<file path="src/rtl/uart_rx_decoder.sv">
// uart_rx_decoder: 8N1 UART receiver with run-time baud divisor and one-cycle byte/error strobes
module uart_rx_decoder #(
    parameter int DIV_W = 16
) (
    input  logic             i_clk,
    input  logic             i_rst_n,
    input  logic [DIV_W-1:0] i_baud_div,
    input  logic             i_rx,
    output logic [7:0]       o_data,
    output logic             o_valid,
    output logic             o_frame_err,
    output logic             o_busy
);
    typedef enum logic [2:0] {IDLE, START, DATA, STOP, BRK} state_t;
    state_t           state;
    logic [1:0]       sync;
    logic             rx_s;
    logic [DIV_W-1:0] div;
    logic [DIV_W-1:0] cnt;
    logic [2:0]       idx;
    logic [7:0]       shift;
    logic             tick;
    assign rx_s = sync[1];
    // cnt holds the cycles remaining until the next sample, so the sample fires when it reaches 1
    assign tick = (cnt == DIV_W'(1));
    // two-flop synchronizer for the asynchronous serial line, idling high
    always_ff @(posedge i_clk or negedge i_rst_n) begin
        if (!i_rst_n)
            sync <= 2'b11;
        else
            sync <= {sync[0], i_rx};
    end
    // frame FSM: start detection, mid-bit sampling, byte assembly and registered strobes
    always_ff @(posedge i_clk or negedge i_rst_n) begin
        if (!i_rst_n) begin
            state       <= IDLE;
            div         <= '0;
            cnt         <= '0;
            idx         <= '0;
            shift       <= '0;
            o_data      <= '0;
            o_valid     <= 1'b0;
            o_frame_err <= 1'b0;
            o_busy      <= 1'b0;
        end else begin
            o_valid     <= 1'b0;
            o_frame_err <= 1'b0;
            cnt         <= cnt - DIV_W'(1);
            case (state)
                IDLE: if (!rx_s && i_baud_div != '0) begin
                    div    <= i_baud_div;
                    cnt    <= i_baud_div >> 1;
                    state  <= START;
                    o_busy <= 1'b1;
                end
                START: if (tick) begin
                    if (rx_s) begin
                        state  <= IDLE;
                        o_busy <= 1'b0;
                    end else begin
                        cnt   <= div;
                        idx   <= '0;
                        state <= DATA;
                    end
                end
                DATA: if (tick) begin
                    shift <= {rx_s, shift[7:1]};
                    cnt   <= div;
                    idx   <= idx + 3'd1;
                    if (idx == 3'd7)
                        state <= STOP;
                end
                STOP: if (tick) begin
                    o_data      <= shift;
                    o_valid     <= rx_s;
                    o_frame_err <= !rx_s;
                    o_busy      <= !rx_s;
                    state       <= rx_s ? IDLE : BRK;
                end
                BRK: if (rx_s) begin
                    state  <= IDLE;
                    o_busy <= 1'b0;
                end
                default: state <= IDLE;
            endcase
        end
    end
endmodule

</file>
<file path="config.mk">
export PLATFORM = sky130hd
export DESIGN_NAME = uart_rx_decoder
export DESIGN_NICKNAME = d
export VERILOG_FILES = /design/src/rtl/uart_rx_decoder.sv
export SDC_FILE = /design/constraint.sdc
export NUM_CORES = 1
export LEC_CHECK = 0
export ABC_AREA = 1
export ABC_CLOCK_PERIOD_IN_PS = 2000
export CAP_MARGIN = 20
export CORE_MARGIN = 5
export CORE_UTILIZATION = 40
export CTS_CLUSTER_SIZE = 40
export DETAILED_ROUTE_END_ITERATION = 8
export PLACE_DENSITY = 0.67
export REMOVE_ABC_BUFFERS = 1
export SYNTH_ARGS = -nofsm -noshare
export SYNTH_HDL_FRONTEND = slang
export SYNTH_SLANG_ARGS = --single-unit
</file>
<file path="constraint.sdc">
create_clock -name i_clk -period 2 [get_ports i_clk]
set_input_delay 0.3 -clock i_clk [delete_from_list [all_inputs] [get_ports i_clk]]
set_output_delay 0.3 -clock i_clk [all_outputs]
set_load 0.1 [all_outputs]
</file>
Word level (Yosys, flattened, before mapping)
Cells that the tools add are included.
{"block": "totals", "reg_bits": 59, "wordCells": 64, "output_inout_bits": 11, "in_bits": 19}
{"block": "op_classes", "n_reduce_logical": 12, "addsub": 2, "n_mux": 27, "n_eq_ne": 13}
{"operator": "$mux 16", "n": 4}
{"operator": "$pmux 16 s3", "n": 1}
{"operator": "$mux 3", "n": 10}
{"operator": "$eq 16x1->1 const B", "n": 1}
{"operator": "$reduce_bool 16->1", "n": 1}
{"operator": "$sub 16x1->16 const B", "n": 1}
{"operator": "$pmux 3 s5", "n": 1}
{"operator": "$ne 2x2->1 const B", "n": 7}
{"operator": "$mux 1", "n": 8}
{"operator": "$reduce_and 4->1", "n": 2}
{"operator": "$eq 3x2->1 const B", "n": 2}
{"operator": "$eq 3x3->1 const B", "n": 2}
{"operator": "$pmux 3 s2", "n": 1}
{"operator": "$reduce_and 2->1", "n": 3}
{"operator": "$reduce_and 6->1", "n": 1}
{"operator": "$pmux 1 s4", "n": 1}
{"operator": "$reduce_bool 4->1", "n": 1}
{"operator": "$add 3x1->3 const B", "n": 1}
{"operator": "$eq 3x1->1 const B", "n": 1}
{"operator": "$logic_not 3->1", "n": 1}
{"operator": "$mux 2", "n": 1}
{"operator": "$reduce_bool 2->1", "n": 1}
{"operator": "$logic_and 1x1->1", "n": 1}
{"operator": "$logic_not 1->1", "n": 1}

Logic depth before layout (Yosys ltp)
{"block": "depth", "word_depth": 4, "ltp_mapped": 12}

Least setup slack after synthesis
OpenSTA, ideal clock, no wires.
{"block": "synth_timing", "kind": "register to register", "start": "register cnt[1]", "end": "register o_busy", "setup_slack_ns": 0.473, "setup_time_ns": 0.125, "arrival_time_ns": 1.402, "path_stages_with_launch": 10, "n_path_buf": 0, "path_cell_list": "dfrtp_1 > inv_1 > ha_1 > inv_1 > nor3_1 > nand3b_4 > nand2_1 > nand3_1 > nand2_1 > o21ai_1"}
{"block": "synth_between", "elab_chain_len": 3, "word_cells_on_any_way": 4}
{"element": "start: declaration", "line_no": "19", "rtl": "logic [DIV_W-1:0] cnt;"}
{"element": "start signal: assignment", "line_no": "48", "rtl": "cnt <= cnt - DIV_W'(1);"}
{"element": "start signal: assignment", "line_no": "52", "rtl": "cnt <= i_baud_div >> 1;"}
{"element": "start signal: assignment", "line_no": "61", "rtl": "cnt <= div;"}
{"element": "$eq 16x1->1 (*)", "line_no": "25", "rtl": "assign tick = (cnt == DIV_W'(1));"}
{"element": "$ne 2x2->1 (no line)"}
{"element": "$reduce_and 4->1 (no line) (*)"}
{"element": "end signal: assignment", "line_no": "77", "rtl": "o_busy <= !rx_s;"}
{"element": "end: declaration", "line_no": "12", "rtl": "output logic o_busy"}
Mark *: on every way between the ends. The rest lies on a longest branch, timed or not.
A chain may end at the register's enable or synchronous reset.

Worst setup path in the final report
{"block": "layout_timing", "start": "register cnt[1]", "end": "register cnt[0]"}
{"block": "layout_between", "elab_chain_len": 3, "word_cells_on_any_way": 4}
{"element": "$eq 16x1->1 (*)", "line_no": "25"}
{"element": "$mux 16, on equally long branches", "line_no": "66, 56"}
{"element": "$pmux 16 s3 (*)", "line_no": "49", "rtl": "case (state)"}
Marked as above.

==> flow_summary.yaml <==
routing:
  ant_nets: 0
  drc_errors: 0
  via_per_inst: 4.653
  routed_wirelength_um: 6380
  wl_per_cell_um: 11.52
  firstDrtPassIters: 4
  vias: 2578
  drt-initial-drc-count: 87
timing:
  tns_ps: 0
  hold_viol: 0
  fin_crit_sh_pct: 86.47
  slew_headroom_pct: 57.45
  setup_viol: 0
  whs_ps: 365.8
  rsz0062_at_grt: "no"
  post-route-min-period_ps: 1729
  fin_worst_skew_ps: 10.74
  tightest_slew_ps: 638.3
  drv_slew: 0
  max_freq_mhz: 578.3
power_and_ir_drop:
  power_frac_seq_pct: 37.3
  power.density_nw_per_um2: 1286
  power_frac_comb_pct: 40.7
  p_leak_nw: 1.989
  irDropWorstVdd_uv: 575.2
  swShare_pct: 41.23
  power_frac_clock_pct: 22.0
  power.internal_mw: 2.858
  p_sw_mw: 2.005
clock_tree:
  numCtsBuffers: 9
  cts_resized: 0
  cts.path.max_buffers: 2
  h-tree-depth: 3
  clkSlewWorstSetupHoldPaths_ps: 70
  cts.sinks: 59
  cts_tree: "yes"
  clock_latency_ps: 340
  clockRootBuffer: "clkbuf_8"
place:
  dp_hpwl_um: 4732
  io_buffers: 29
  place.gp.congestion: 0.8731
yosys:
  synth-main-ff-cell: "dfrtp_1"
  syn_avg_cell_area_um2: 7.796
  yosysTopAreaCell: "dfrtp_1"
  yosys_warnings: 0
  yosys_register_bits: 59
  syn_inst: 411
  synth_top_area_share_pct: 44.51
  synth_edf_count: 0
  synth.most_common_cell: "nand2_1"
  synth_commonest_cells: "nand2_1 (118), dfrtp_1 (57), nor2_1 (48), inv_1 (42)"
  async_flop_share_pct: 100.0
  synthDistinctLibCells: 31
  seq_area_frac_synth_pct: 46.15
  syn_area_um2: 3204
  synth.top_cells.by_area: "dfrtp_1 (45%), nand2_1 (14%), nor2_1 (5.6%)"
floorplanning:
  start_util_pct: 41.25
  coreArea_um2: 7767
  die_area_um2: 9901
  rows: 32
  die_y_um: 99.51
  io_pins: 30
  die_w_um: 99.51
worst_hold_path:
  worstHoldStart: "sync[0]"
  hold_class: "reg -> reg"
  whs_path_depth: 0
cells_and_area:
  post-route-util_pct: 48.70
  nets: 470
  diodes: 0
  fill_cells: 786
  area_delta_synth_final_pct: 18.04
  drive_above_1_share_pct: 16.59
setup_path:
  worst_setup_path_end_kind: "register"
  start_kind: "register"
  cp_max_fo: 14
  path_class: "reg -> reg"
  reg2regPathDepth: 8
  worstReg2RegStart: "cnt[1]"
  required_ps: 2270
  startpoint: "cnt[1]"
  cp.arrival_ps: 2000
grt:
  grt_pass1_vias: 2640
  antenna_found_initial: 0
  grt_overflow: 0
  track_usage_pct: 14.63
  grt_pass1_wl_um: 11600
  grt_max_degree: 34
flow_run:
  maxCapViolations: 0
outcome:
  outcome: "completed"
-- layout make-up --
cell class | instances | area, um^2 | share of cell area, %
flip-flops and latches | 59 | 1479 | 39.10
inverters | 48 | 181.4 | 4.797
clock buffers | 11 | 141.4 | 3.738
multi-input cells | 296 | 1485 | 39.27
well taps | 102 | 127.6 | 3.374
clock inverters | 5 | 52.55 | 1.389
repair buffers | 33 | 315.3 | 8.336
-- placed cells by master (no fill, tap or decap), drive strengths merged --
cell           netlist  final
buf                  8     15
dfstp                2      2
nor2                61     61
o21ai               33     33
xor2                 5      5
clkinv               1      4
dlygate4sd3          0      1
mux2i                1      1
dfrtp               57     57
nor3b                1      1
o21bai               1      1
nand4                6      6
xnor2                2      2
nor3                 4      4
a21oi               22     22
nand2              128    128
nand3               25     25
clkbuf               0     11
bufinv               0      1
nand3b               2      2
inv                 47     47
clkdlybuf4s50        0     17
ha                   4      4
or2                  1      1
clkinvlp             0      1
-- logic make-up after synthesis --
group | Yosys count | synth area share [%]
AND/OR/NAND/NOR | 228 | 32.80
AO/OA/AOI/OAI | 56 | 9.762
XOR/XNOR | 7 | 1.913
adder cells (fa/ha/maj) | 4 | 1.562
buffers and inverters | 56 | 7.497
flip-flops | 59 | 46.15
multiplexers | 1 | 0.3124
-- sequential cells by signal, indices dropped and copies added, names as in the netlist --
| register | flops |
|---|---|
| o_data | 8 |
| sync | 2 |
| o_valid | 1 |
| idx | 3 |
| shift | 8 |
| div | 16 |
| cnt | 16 |
| state | 3 |
| o_busy | 1 |
| o_frame_err | 1 |
-- power groups by stage --
stage / Clock, mW / Combinational (mW) / Sequential [mW]
after floorplan: 0 / 1.49 / 1.86
after global placement: 0 / 1.93 / 1.83
after detailed placement: 0 / 1.99 / 1.83
after CTS: 1.10 / 1.99 / 1.82
after global routing: 1.17 / 2.30 / 1.87
final: 1.07 / 1.98 / 1.82
-- stage by stage --
stage | instance area (um^2) | total power [mW] | setup WS, ps | cells
after floorplan | 3146 | 3.348 | 423.4 | 403
after global placement | 3578 | 3.760 | 113.6 | 537
after detailed placement | 3578 | 3.815 | 69.49 | 537
after CTS | 3782 | 4.906 | 222.0 | 554
after global routing | 3782 | 5.335 | 11.66 | 554
final | 3782 | 4.864 | 270.7 | 554
-- path summary, 6_finish.rpt --
| path | end | slack, ps |
|---|---|---|
| hold reg to reg | sync[1] | 370 |
| hold / removal | sync[1] | 370 |
| min in group asynchronous | div[7] | 520 |
| setup reg to reg | cnt[0] | 270 |
| max in group asynchronous | idx[0] | 870 |
| setup / recovery | cnt[0] | 270 |
-- per-layer routing --
metal	share of wire (%)	global-route usage, %	wire length, um	up-vias
li1	-	-	-	1367
met1	48	18.43	3068	1163
met2	47	23.71	3006	43
met3	3.4	4.488	217	5
met4	1.4	5.357	87	0
met5	0	0	0	-
-- critical path, stage by stage (launching register included) --
cell and delay, ps:
dfrtp_1 380, inv_1 90, ha_1 180, inv_1 60
nor3_1 270, nand3b_4 170, nor2_4 300, a21oi_1 130
nand2_1 80
-- what timing repair did --
| item | in CTS | in global routing |
|---|---|---|
| hold endpoints to repair | 24 | 0 |
| buffers inserted | 0 | 0 |
| hold buffers | 1 | 0 |
| endpoints found under the setup margin | 0 | 0 |
No activity file was read; power rests on OpenSTA's default activity.
